<file path="src/rtl/alu_arbiter.sv">
`default_nettype none
// ============================================================================
// Module   : alu_arbiter
// Brief    : Arbitrates two requesters onto one shared external ALU.
//            Each accepted operation completes two cycles after acceptance.
// Revision : 1.0 - initial release
// ============================================================================
module alu_arbiter #(
    parameter int PRIO_FIXED = 0
) (
    input  logic        clk,
    input  logic        reset,
    input  logic        req0_valid,
    input  logic        req1_valid,
    input  logic [31:0] req0_a,
    input  logic [31:0] req0_b,
    input  logic [31:0] req1_a,
    input  logic [31:0] req1_b,
    input  logic [3:0]  req0_op,
    input  logic [3:0]  req1_op,
    output logic        req0_ready,
    output logic        req1_ready,
    output logic        rsp0_valid,
    output logic        rsp1_valid,
    output logic [31:0] rsp0_result,
    output logic [31:0] rsp1_result,
    output logic        rsp0_zero,
    output logic        rsp1_zero,
    output logic        rsp0_err,
    output logic        rsp1_err,
    output logic [31:0] alu_a,
    output logic [31:0] alu_b,
    output logic [3:0]  alu_op,
    input  logic [31:0] alu_out,
    input  logic        alu_zero,
    output logic        busy
);

    localparam logic [1:0] c_IDLE = 2'd0;
    localparam logic [1:0] c_EXEC = 2'd1;
    localparam logic [1:0] c_RESP = 2'd2;

    localparam logic [3:0] c_OP_AND  = 4'd0;
    localparam logic [3:0] c_OP_OR   = 4'd1;
    localparam logic [3:0] c_OP_ADD  = 4'd2;
    localparam logic [3:0] c_OP_SUB  = 4'd6;
    localparam logic [3:0] c_OP_SLTU = 4'd7;

    logic [1:0]  r_state;
    logic        r_last_grant;
    logic        r_owner;
    logic [31:0] r_a;
    logic [31:0] r_b;
    logic [3:0]  r_op;

    logic        r_rsp0_valid;
    logic        r_rsp1_valid;
    logic [31:0] r_rsp0_result;
    logic [31:0] r_rsp1_result;
    logic        r_rsp0_zero;
    logic        r_rsp1_zero;
    logic        r_rsp0_err;
    logic        r_rsp1_err;

    logic        w_idle;
    logic        w_grant;
    logic        w_accept;
    logic        w_supported;
    logic [31:0] w_result;
    logic        w_zero;

    // Round-robin ties go to whichever requester was not granted last.
    always_comb begin
        w_grant = 1'b0;
        if (req0_valid && req1_valid) begin
            w_grant = (PRIO_FIXED != 0) ? 1'b0 : ~r_last_grant;
        end else if (req1_valid) begin
            w_grant = 1'b1;
        end
    end

    assign w_idle     = (r_state == c_IDLE);
    assign req0_ready = w_idle && req0_valid && !w_grant;
    assign req1_ready = w_idle && req1_valid && w_grant;
    assign w_accept   = req0_ready || req1_ready;

    always_comb begin
        case (r_op)
            c_OP_AND, c_OP_OR, c_OP_ADD, c_OP_SUB, c_OP_SLTU: w_supported = 1'b1;
            default:                                          w_supported = 1'b0;
        endcase
    end

    // An unsupported op never looks at the ALU: result 0 with zero set.
    assign w_result = w_supported ? alu_out : 32'd0;
    assign w_zero   = w_supported ? alu_zero : 1'b1;

    always_ff @(posedge clk or posedge reset) begin
        if (reset) begin
            r_state       <= c_IDLE;
            r_last_grant  <= 1'b1;
            r_owner       <= 1'b0;
            r_a           <= 32'd0;
            r_b           <= 32'd0;
            r_op          <= 4'd0;
            r_rsp0_valid  <= 1'b0;
            r_rsp1_valid  <= 1'b0;
            r_rsp0_result <= 32'd0;
            r_rsp1_result <= 32'd0;
            r_rsp0_zero   <= 1'b0;
            r_rsp1_zero   <= 1'b0;
            r_rsp0_err    <= 1'b0;
            r_rsp1_err    <= 1'b0;
        end else begin
            r_rsp0_valid <= 1'b0;
            r_rsp1_valid <= 1'b0;
            case (r_state)
                c_IDLE: begin
                    if (w_accept) begin
                        r_a          <= w_grant ? req1_a  : req0_a;
                        r_b          <= w_grant ? req1_b  : req0_b;
                        r_op         <= w_grant ? req1_op : req0_op;
                        r_owner      <= w_grant;
                        r_last_grant <= w_grant;
                        r_state      <= c_EXEC;
                    end
                end
                c_EXEC: begin
                    if (r_owner) begin
                        r_rsp1_result <= w_result;
                        r_rsp1_zero   <= w_zero;
                        r_rsp1_err    <= ~w_supported;
                        r_rsp1_valid  <= 1'b1;
                    end else begin
                        r_rsp0_result <= w_result;
                        r_rsp0_zero   <= w_zero;
                        r_rsp0_err    <= ~w_supported;
                        r_rsp0_valid  <= 1'b1;
                    end
                    r_state <= c_RESP;
                end
                c_RESP: begin
                    r_state <= c_IDLE;
                end
                default: begin
                    r_state <= c_IDLE;
                end
            endcase
        end
    end

    assign alu_a       = r_a;
    assign alu_b       = r_b;
    assign alu_op      = r_op;
    assign busy        = !w_idle;

    assign rsp0_valid  = r_rsp0_valid;
    assign rsp1_valid  = r_rsp1_valid;
    assign rsp0_result = r_rsp0_result;
    assign rsp1_result = r_rsp1_result;
    assign rsp0_zero   = r_rsp0_zero;
    assign rsp1_zero   = r_rsp1_zero;
    assign rsp0_err    = r_rsp0_err;
    assign rsp1_err    = r_rsp1_err;

endmodule
`default_nettype wire

</file>
<file path="config.mk">
export PLATFORM = sky130hd
export DESIGN_NAME = alu_arbiter
export DESIGN_NICKNAME = d
export VERILOG_FILES = /design/src/rtl/alu_arbiter.sv
export SDC_FILE = /design/constraint.sdc
export NUM_CORES = 1
export LEC_CHECK = 0
export ABC_AREA = 1
export CAP_MARGIN = 20
export CORE_MARGIN = 4
export CORE_UTILIZATION = 37
export CTS_CLUSTER_DIAMETER = 60
export DETAILED_ROUTE_END_ITERATION = 7
export PLACE_DENSITY = 0.79
export SYNTH_ARGS = -nofsm -noshare
export SYNTH_HDL_FRONTEND = slang
export SYNTH_SLANG_ARGS = --single-unit
</file>
<file path="constraint.sdc">
create_clock -name clk -period 4.43 [get_ports clk]
set_input_delay 0.886 -clock clk [delete_from_list [all_inputs] [get_ports clk]]
set_output_delay 0.886 -clock clk [all_outputs]
set_load 0.01 [all_outputs]
</file>
==> summary by stage, run 1 <==
STA
The count of final setup violators is 0. The clock period minus final worst setup slack is 3.28 ns. Setup repair after global routing left no endpoint under its margin. The clock tree skew after final layout is 0.0184 ns.

The final critical-path share of the clock period is 73.9%. The normalized max-slew margin is 37.6%. The maximum clock frequency is 305 MHz.

The number of pins with negative max-slew slack in the final report was 0. The total negative setup slack is 0 ns. The slew at the pin with the worst max-slew slack is 0.936 ns. The number of failing hold endpoints at the final stage came to 0.

Final layout
The area growth from synthesis to layout is 58.6%. The layout has 1,549 filler cells. Cells with a size suffix above 1 make up 5.00% of the layout.

In the final design database the tool counted 1,300 nets.

Logic synthesis
The Yosys step of the flow raised 0 warnings. The netlist area before placement is 6530 µm². The number of flip-flops and latches in the synthesized netlist is 142. Synthesis produced a netlist with a net count of 1,019. The average instance area after synthesis is 7.71 µm².

The cell count after synthesis came out at 846. Yosys mapped the design onto 18 distinct sky130hd cell types. Sequential cells were found to cover 54.5% of the synthesized design area.

Clock network
After clock tree synthesis, the clock-pin slew on the worst setup and hold paths is 0.06 ns. The deepest clock path buffer count is 2. Once the clock tree was built, the setup fixing pass inserted 0 buffers. The clock net sink count is 142. The number of levels in the clock H-tree is 4. The worst-skew pair later-pin latency is 0.42 ns. The number of clock buffers added by TritonCTS is 17. The root cell of the clock tree is sky130_fd_sc_hd__clkbuf_16. TritonCTS built the clock tree. The number of buffers added to fix hold violations after cts is 0. The count of instances resized after the clock tree is built is 0.

Drt
The number of nets with antenna violations after detailed routing is 0. After detailed routing, the number of vias per cell comes to 4.97. For this block, the via count after detailed routing is 6,797.

The average detailed-routed wire length per instance is 16.6 µm. For this block, the routed nets add up to 22,700 µm of wire. The first-pass iteration count of the detailed router is 5. The number of remaining DRC errors is 0. The violation count after the first detailed-route iteration is 274.

Power
The standby leakage power is 5.15 nW. The design internal power is 0.00436 W. In this run switching power makes up 39.2% of total power.

The part of the total power dissipated in the clock network is 19.8%. Per report_power, the combinational group accounts for 48.4% of the total. The power density over cell area is 693 nW/µm². The post-layout total power is 0.00717 W. The share of total power dissipated in sequential elements is 31.8%. The switching power is 0.00281 W.

The worst-case IR drop observed on VDD is 0.000321 V.

Die
The number of placed I/O pins is 314. The die span in y is 141 µm. The core footprint is 17,300 µm². The initial utilization of the core area, before any placement, comes to 37.7%.

The row count is 48. The die outline area is 19,800 µm². The die extent in x is 141 µm.

Worst setup path
The worst register-to-register path begins at r_last_grant. The critical path arrival is 2.39 ns. The critical path startpoint category is an input pin. For the worst setup path, the data required time is 3.54 ns. The launch point of the worst path is req0_valid. The number of cells traversed by the worst register-to-register path is 7. The worst setup path is captured at a primary output. The maximum fanout along the worst path is 4. By startpoint and endpoint, the worst setup path is classified as in -> out.

Global route
Entering global routing, the biggest net connects 74 pins. The all-layer global routing usage is 22.5%. After global routing the overflow that remains totals 0. The initial antenna violation count is 2.

The number of global-route vias before repair is 6,491. The first global-routing pass estimated 35,500 µm of wire.

Hold path
The hold path depth is 1. The worst hold path startpoint is r_state[1]. The path class of the tightest hold or removal check is reg -> reg.

Place
At the end of routability-driven placement, the weighted congestion stood at 0.829. Port buffering added 313 buffers. The HPWL after detailed placement is 15,400 µm.

Status
The run finished with clean final reports.

Run
The number of maximum-capacitance constraint violations is 0.
sequential cells by signal (all words and copies together) (netlist names), 2 cells and up:
signal / flops
alu_a: 32
alu_b: 32
rsp1_result: 32
r_state: 2
alu_op: 4
rsp0_result: 32
path summary, 6_finish.rpt:
| kind | slack, ns | end |
|---|---|---|
| min in group asynchronous | 1.10 | rsp1_result[27] |
| worst min-delay path | 0.47 | r_state[1] |
| worst max-delay path | 1.15 | req0_ready |
| worst min register to register | 0.47 | r_state[1] |
| max in group asynchronous | 2.68 | alu_b[29] |
| worst max register to register | 2.27 | alu_a[2] |
final cells by class:
cell class / count / area (µm²) / area share, %
multi-input cells: 632 / 2670 / 25.8
clock inverters: 14 / 144 / 1.39
flip-flops and latches: 142 / 3550 / 34.3
well taps: 225 / 282 / 2.72
repair buffers: 324 / 3210 / 31.0
inverters: 10 / 41.3 / 0.399
diodes: 2 / 5.00 / 0.0484
clock buffers: 18 / 439 / 4.24
cell usage in the layout (no fill, tap or decap):
cell type,n
sky130_fd_sc_hd__a21oi_1,2
sky130_fd_sc_hd__buf_2,1
sky130_fd_sc_hd__buf_4,11
sky130_fd_sc_hd__bufinv_16,1
sky130_fd_sc_hd__clkbuf_16,17
sky130_fd_sc_hd__clkbuf_8,1
sky130_fd_sc_hd__clkdlybuf4s50_1,312
sky130_fd_sc_hd__clkinv_2,1
sky130_fd_sc_hd__clkinv_4,1
sky130_fd_sc_hd__clkinvlp_4,4
sky130_fd_sc_hd__dfrtp_1,141
sky130_fd_sc_hd__dfstp_2,1
sky130_fd_sc_hd__diode_2,2
sky130_fd_sc_hd__inv_1,5
sky130_fd_sc_hd__inv_2,4
sky130_fd_sc_hd__inv_6,5
sky130_fd_sc_hd__inv_8,3
sky130_fd_sc_hd__nand2_1,418
sky130_fd_sc_hd__nand2_2,3
sky130_fd_sc_hd__nand3_1,201
sky130_fd_sc_hd__nand3_2,1
sky130_fd_sc_hd__nand3b_1,1
sky130_fd_sc_hd__nand4_4,1
sky130_fd_sc_hd__nor2_1,1
sky130_fd_sc_hd__nor2_2,1
sky130_fd_sc_hd__nor2_4,1
sky130_fd_sc_hd__o21ai_0,2
cell families after synthesis:
family	count (synthesis)	synth area share (%)
AND/OR/NAND/NOR	628	40.3
flip-flops	142	54.5
buffers and inverters	72	4.93
AO/OA/AOI/OAI	4	0.307
layer usage:
layer  share of wire, %  global-route usage, %  vias to the layer above  wire length [µm]
met5                  0                      0                        -                 0
met4                1.9                   7.55                        0               422
met3                 10                   7.43                       25              2360
met2                 49                   36.3                      348             11000
met1                 39                   28.6                     3145              8850
li1                   -                      -                     3279                 -
power by group through the flow:
stage               Combinational [W]  Clock, W  Sequential [W]
global placement              0.00344         0         0.00227
finish                        0.00347   0.00142         0.00228
global route                  0.00380   0.00150         0.00237
CTS                           0.00351   0.00144         0.00228
detailed placement            0.00349         0         0.00229
floorplan                     0.00142         0         0.00254
per-stage QoR:
stage | hold WS [ns] | util, % | worst slack, ns | cells | cell area (µm²)
after CTS | 0.473 | 59.8 | 1.12 | 1365 | 10300
after detailed placement | 0.457 | 56.4 | 1.14 | 1333 | 9760
after global placement | 0.456 | 56.4 | 1.20 | 1333 | 9760
final | 0.467 | 59.8 | 1.15 | 1367 | 10300
after global routing | 0.499 | 59.8 | 1.06 | 1367 | 10300
after floorplan | 0.428 | - | 1.77 | 846 | 6530
synth_stat cells (all sizes together):
cell,count,area [µm²]
inv,10,37.5
dfstp,1,26.3
clkbuf,25,93.8
buf,37,190
a21oi,2,10.0
nand3,202,1010
nand4,1,12.5
nor2,3,13.8
dfrtp,141,3530
nand3b,1,7.51
o21ai,2,10.0
nand2,421,1590
critical path, stage by stage:
cell and delay [ns]:
sky130_fd_sc_hd__clkdlybuf4s50_1 0.52, sky130_fd_sc_hd__nand2_2 0.11, sky130_fd_sc_hd__a21oi_1 0.28, sky130_fd_sc_hd__clkdlybuf4s50_1 0.59
Power figures use the tool's default switching activity.
==> run 2: changes to the inputs <==
==> constraint.sdc (replaced) <==
create_clock -name clk -period 2.8 [get_ports clk]
set_input_delay 0.56 -clock clk [delete_from_list [all_inputs] [get_ports clk]]
set_output_delay 0.56 -clock clk [all_outputs]
set_load 0.01 [all_outputs]
==> run 2 against run 1 <==
Effect of this change:
- cell count is 0.44% higher
- design area up 1.3%
- total power grew 61%
- critical path type unchanged
- critical endpoint unchanged
- highest routed layer unchanged
==> summary by stage, run 2 (synthesis results as in run 1) <==
Status
The flow ran to the end, and the final reports show no timing, DRC or antenna violations.

Clock network
The post-CTS repair timing setup buffer count is 0 (unchanged). The TritonCTS clock tree is built. The number of buffers created by CTS came to 17 (unchanged). The worst-skew pair later-pin latency was 0.41 ns (about the same). The number of buffers added to fix hold violations after cts is 0 (unchanged). The root cell of the clock tree is sky130_fd_sc_hd__clkbuf_16. The number of levels in the clock H-tree is 4 (unchanged). The clock net sink count was 142 (unchanged). The clock transition at the registers of the reported paths is 0.06 ns (about the same). The count of instances resized after the clock tree is built is 0 (unchanged). The deepest clock path buffer count is 2 (unchanged).

Worst setup path
The worst setup path is captured at a primary output. The most numerous cell type found on the critical path is sky130_fd_sc_hd__clkdlybuf4s50_1. The critical path arrival is 2.04 ns (-0.35 ns). The buffering stage count on the worst path with inverters included is 2 (unchanged). Traced cell by cell, the critical path runs through clkdlybuf4s50_1, nand2_2, a21oi_1, clkdlybuf4s50_1. The maximum fanout along the worst path came to 4 (unchanged). Among all stages on the critical path, the largest delay is contributed by sky130_fd_sc_hd__clkdlybuf4s50_1. The kind of cell with the highest combined delay along the critical path is buffers and inverters.

The critical path in this run is classified as in -> out. The critical path startpoint category is an input pin. The data required time at the worst endpoint was 2.24 ns (-1.30 ns). The highest cell delay on the worst timing path is 0.61 ns (+0.02 ns).

Final layout
The layout filler cell count is 1,516 (-2.1%). The area growth from synthesis to layout is 60.6%. Leaving out fill and tap cells, the most frequent cell in the layout is sky130_fd_sc_hd__nand2_1. Leaving out fill and tap cells, the most frequent cells in the layout are 418 x sky130_fd_sc_hd__nand2_1, 312 x sky130_fd_sc_hd__clkdlybuf4s50_1, 201 x sky130_fd_sc_hd__nand3_1.

The fraction of final layout cells sized beyond drive strength 1 was 5.50% (+0.50 points). The net total in the final layout is 1,307 (+0.54%). The footprint of the flip-flops and latches is 3550 µm² (unchanged). The fraction of the core area covered by cells at the end of the flow is 60.6% (+0.77 points). The final instance count without filler cells is 1,373 (+0.44%). The multi-input logic area was 2670 µm² (unchanged).

Global route
The all-layer global routing usage was 22.4% (-0.14 points). The remaining global-route overflow is 0 (unchanged). The first-pass GRT wire length was 35,300 µm (-0.60%). The number of global-route vias before repair is 6,440 (-0.79%). The initial antenna violation count is 2 (unchanged).

The pin count of the biggest net entering global routing is 72 (-2.7%).

Drt
The via count is 6,833 (+0.53%). The violation count after the first detailed-route iteration is 423 (+54%). The first-pass iteration count of the detailed router is 5 (unchanged). The average detailed-routed wire length per instance is 16.5 µm (-0.46%). The via-per-instance ratio was 4.98 (about the same). The number of remaining DRC errors is 0 (unchanged). The number of nets with antenna violations after detailed routing is 0 (unchanged). The routed wire length is 22,700 µm (about the same).

Power
The part of the total power dissipated in the clock network is 20.1% (+0.3 points). The switching power is 0.00439 W (+56%). The maximum VDD drop is 0.000524 V (+63%). The switching share of power was 38.1% (-1.1 points). The sequential group share of total power is 31.5% (-0.3 points). The power density over cell area is 1100 nW/µm² (+59%).

The standby leakage power is 5.22 nW (+1.2%). The design internal power is 0.00713 W (+64%). The proportion of power drawn by combinational gates is 48.5% (about the same).

STA
Setup repair after global routing left no endpoint under its margin. The maximum clock frequency is 385 MHz. The total negative setup slack was 0 ns (unchanged). The clock period minus final worst setup slack is 2.60 ns. The worst hold slack is 0.480 ns (+0.0129 ns). The slew at the pin with the worst max-slew slack is 0.801 ns (-0.136 ns). The clock tree skew after final layout came to 0.0125 ns (-0.00590 ns). The normalized max-slew margin is 46.6% (+9.0 points). The count of final setup violators came to 0 (unchanged). The number of pins with negative max-slew slack in the final report is 0 (unchanged).

The final critical-path share of the clock period is 92.9%. The number of failing hold endpoints at the final stage was 0 (unchanged).

Die
The die outline area is 19,800 µm² (unchanged). The die span in y is 141 µm (unchanged). The die extent in x is 141 µm (unchanged). The effective utilization at floorplan is 37.7% (unchanged). The row count is 48 (unchanged). The core footprint is 17,300 µm² (unchanged). The number of placed I/O pins is 314 (unchanged).

Place
The post-placement cell count came to 1,340 (+0.53%). The HPWL after detailed placement came to 15,900 µm (+3.2%). The count of input and output buffers is 313 (unchanged).

The weighted congestion reported at the end of routability-driven placement is 0.857 (+3.4%).

Run
The number of maximum-capacitance constraint violations is 0 (unchanged).

Hold path
The min-delay analysis places its worst path in the category reg -> reg.
## run 2: metrics by stage
| step | cell area, µm² | power [W] | setup slack [ns] |
|---|---|---|---|
| floorplan | 6530 | 0.00626 | 0.464 |
| global placement | 9880 | 0.00915 | 0.221 |
| detailed placement | 9880 | 0.00926 | 0.225 |
| CTS | 10500 | 0.0116 | 0.211 |
| global route | 10500 | 0.0123 | 0.179 |
| finish | 10500 | 0.0115 | 0.200 |
## run 2: power by group through the flow
| stage | registers (W) | logic [W] | clock network (W) |
|---|---|---|---|
| 3_5_place_dp | 0.00363 | 0.00562 | 0 |
| 6_report | 0.00363 | 0.00558 | 0.00231 |
| 3_3_place_gp | 0.00362 | 0.00553 | 0 |
| 5_1_grt | 0.00375 | 0.00611 | 0.00244 |
| 2_1_floorplan | 0.00402 | 0.00224 | 0 |
| 4_1_cts | 0.00363 | 0.00565 | 0.00235 |
## run 2: worst paths after layout
path / cells after the start / end / startpoint / slack, ns
worst max-delay path: 4 / req0_ready / req0_valid / 0.20
worst min-delay path: 2 / rsp0_result[20] / rsp0_result[20] / 0.48
worst max register to register: 6 / alu_b[21] / r_last_grant / 0.92
worst min register to register: 2 / rsp0_result[20] / rsp0_result[20] / 0.48
max in group asynchronous: 3 / alu_b[2] / reset / 1.49
min in group asynchronous: 2 / alu_a[5] / reset / 0.60
## run 2: layer usage
| metal | up-vias | routed length (µm) | track usage [%] |
|---|---|---|---|
| li1 | 3282 | - | - |
| met1 | 3190 | 8950 | 29.3 |
| met2 | 337 | 10900 | 35.7 |
| met3 | 24 | 2300 | 6.92 |
| met4 | 0 | 454 | 7.19 |
| met5 | - | 0 | 0 |
## run 2: final cells by class
cell class | instances | share of cell area (%)
Antenna cell | 2 | 0.0477
Clock inverter | 13 | 1.55
Timing Repair Buffer | 331 | 31.7
Multi-Input combinational cell | 632 | 25.5
Tap cell | 225 | 2.69
Clock buffer | 18 | 4.19
Sequential cell | 142 | 33.9
Inverter | 10 | 0.394
## run 2: worst min-delay path: cells and delay by family (launching register included)
| family | cells | cell delay (ns) |
|---|---|---|
| simple gates | 2 | 0.11 |
| flops | 1 | 0.34 |
==> run 3: changes to the inputs <==
--- a/config.mk
+++ b/config.mk
@@ -11,6 +11,7 @@
 export CORE_UTILIZATION = 37
 export CTS_CLUSTER_DIAMETER = 60
 export DETAILED_ROUTE_END_ITERATION = 7
+export GPL_TIMING_DRIVEN = 0
 export PLACE_DENSITY = 0.79
 export SYNTH_ARGS = -nofsm -noshare
 export SYNTH_HDL_FRONTEND = slang
==> run 3 against run 2 <==
Effect of this change:
- global-route usage rose by 1.4 points
- core utilization up 1.0 points
- sequential share of layout area fell by 0.56 points
- wire length grew 6.0%
- largest power group unchanged
- count of clock-buffer cells in the layout stayed put
- setup slack got worse by 0.026 ns
- via count grew 3.7%
- critical path depth grew 1
- die area is the same
- non-clock buffer count rose by 46
==> summary by stage, run 3 (synthesis results as in run 1) <==
Status
The run finished with clean final reports.

STA
The clock tree skew after final layout is 0.0151 ns (+0.00264 ns). The number of failing hold endpoints at the final stage is 0 (unchanged). The total negative setup slack is 0 ns (unchanged). The final critical-path share of the clock period is 93.8% (+0.93 points).

Setup repair after global routing left no endpoint under its margin. The clock period minus final worst setup slack is 2.63 ns (+0.0262 ns). The slew at the pin with the worst max-slew slack is 0.564 ns (-0.236 ns). The normalized max-slew margin is 62.4% (+16 points). The maximum clock frequency is 381 MHz (-1.0%). The count of final setup violators is 0 (unchanged). The number of pins with negative max-slew slack in the final report is 0 (unchanged).

Worst setup path
The data required time at the worst endpoint is 2.24 ns (about the same). By startpoint and endpoint, the worst setup path is classified as in -> out. The endpoint kind of the worst setup timing path is a primary output.

The critical path arrival is 2.07 ns (+0.03 ns). The worst setup path is launched from an input pin. The number of cells traversed by the worst register-to-register path is 6 (unchanged).

The maximum fanout along the worst path is 10 (+6).

Drt
The first-pass iteration count of the detailed router is 5 (unchanged). The number of nets with antenna violations after detailed routing is 0 (unchanged). The average detailed-routed wire length per instance was 16.9 µm (+2.5%).

The number of remaining DRC errors came to 0 (unchanged). The violation count after the first detailed-route iteration is 361 (-15%). The routed wire length was 24,000 µm (+6.0%). The via count is 7,085 (+3.7%). The via-per-instance ratio is 4.99 (+0.26%).

Clock network
The number of buffers added to fix hold violations after cts was 0 (unchanged). The worst-skew pair later-pin latency came to 0.42 ns (about the same). The clock transition at the registers of the reported paths is 0.05 ns (about the same). The number of buffers created by CTS is 17 (unchanged). The clock net sink count is 142 (unchanged). The root cell of the clock tree is sky130_fd_sc_hd__clkbuf_16. The deepest clock path buffer count is 2 (unchanged). TritonCTS built the clock tree. The number of levels in the clock H-tree is 4 (unchanged).

Final layout
The multi-input logic area came to 2680 µm² (about the same). The library cells used most frequently in the layout, excluding fill and tap cells, are 419 x sky130_fd_sc_hd__nand2_1, 311 x sky130_fd_sc_hd__clkdlybuf4s50_1, 201 x sky130_fd_sc_hd__nand3_1. The fraction of final layout cells sized beyond drive strength 1 is 6.29% (+0.79 points). The fraction of the core area covered by cells at the end of the flow is 61.6% (+1.0 points). The footprint of the flip-flops and latches is 3550 µm² (unchanged). The net total in the final layout is 1,353 (+3.5%). Compared with the post-synthesis result, the final layout area differs by 63.3%. The library cell used most frequently in the layout, excluding fill and tap cells, is sky130_fd_sc_hd__nand2_1.

The final instance count without filler cells is 1,420 (+3.4%). The layout filler cell count is 1,507 (-0.59%).

Die
The row count is 48 (unchanged). The die outline area is 19,800 µm² (unchanged). The effective utilization at floorplan is 37.7% (unchanged). The number of placed I/O pins came to 314 (unchanged). The die span in y came to 141 µm (unchanged). The core footprint came to 17,300 µm² (unchanged). The die extent in x came to 141 µm (unchanged).

Hold path
The hold path depth is 1 (-1). In this run the worst hold path is classified as reg -> reg.

Global route
The all-layer global routing usage is 23.8% (+1.4 points). The number of global-route vias before repair came to 6,814 (+5.8%). The remaining global-route overflow is 0 (unchanged). The first-pass GRT wire length is 37,200 µm (+5.5%). The initial antenna violation count is 2 (unchanged).

The pin count of the biggest net entering global routing is 36 (-50%).

Place
The weighted congestion reported at the end of routability-driven placement came to 0.916 (+6.9%). The HPWL after detailed placement is 18,300 µm (+15%). The post-placement cell count was 1,387 (+3.5%). The count of input and output buffers came to 312 (-0.32%).

Power
The power density over cell area is 1100 nW/µm² (+0.37%). The post-layout total power is 0.0118 W (+2.0%). The standby leakage power is 5.32 nW (+2.0%). The maximum VDD drop is 0.000495 V (-5.5%).

Run
The number of maximum-capacitance constraint violations is 0 (unchanged).
run 3: cell count changes in the layout (fill, tap and decap cells not counted), moves of 2 or more:
cell	delta
sky130_fd_sc_hd__clkbuf_1	+23
sky130_fd_sc_hd__inv_6	+3
sky130_fd_sc_hd__clkinv_2	-2
sky130_fd_sc_hd__buf_2	+22
sky130_fd_sc_hd__buf_4	-10
sky130_fd_sc_hd__buf_6	+2
sky130_fd_sc_hd__nand2_2	-2
sky130_fd_sc_hd__buf_1	+10
run 3: where the power goes:
part	switching (W)	internal (W)
Combinational	0.00302	0.00271
Sequential	0.000606	0.00305
Clock	0.000942	0.00142
run 3: layout make-up:
class / instances / area share, %
Antenna cell: 2 / 0.0470
Buffer: 60 / 2.63
Clock buffer: 18 / 4.03
Clock inverter: 14 / 1.70
Inverter: 10 / 0.387
Multi-Input combinational cell: 632 / 25.1
Sequential cell: 142 / 33.3
Tap cell: 225 / 2.64
Timing Repair Buffer: 317 / 30.1
run 3: metrics by stage:
step,instance area [µm²],hold slack [ns],worst slack [ns]
finish,10700,0.472,0.173
global route,10700,0.484,0.0712
floorplan,6530,0.428,0.464
CTS,10700,0.472,0.177
global placement,9930,0.458,-0.829
detailed placement,10000,0.450,-0.396
run 3: final timing paths:
path	slack [ns]	end	startpoint
worst max-delay path	0.17	req0_ready	req0_valid
worst min-delay path	0.47	r_state[1]	r_state[1]
worst max register to register	1.05	alu_a[7]	r_last_grant
worst min register to register	0.47	r_state[1]	r_state[1]
min in group asynchronous	0.49	rsp1_result[27]	reset
max in group asynchronous	1.47	r_last_grant	reset
run 3: what timing repair did:
action	CTS	global route
setup endpoints to repair	2	0
setup buffers	1	0
resized for setup	7	0
run 3: layer usage:
metal / up-vias / part of all wire, % / GRT usage (%)
met1: 3314 / 39 / 28.8
met2: 344 / 49 / 40.4
li1: 3391 / - / -
met5: - / 0 / 0
met4: 0 / 2.4 / 7.75
met3: 36 / 9.7 / 7.56
run 3: critical path: stages:
cell and delay (ns):
sky130_fd_sc_hd__clkdlybuf4s50_1 0.58, sky130_fd_sc_hd__nand2_4 0.16, sky130_fd_sc_hd__clkbuf_4 0.23, sky130_fd_sc_hd__a21oi_1 0.22
sky130_fd_sc_hd__dlygate4sd2_1 0.31
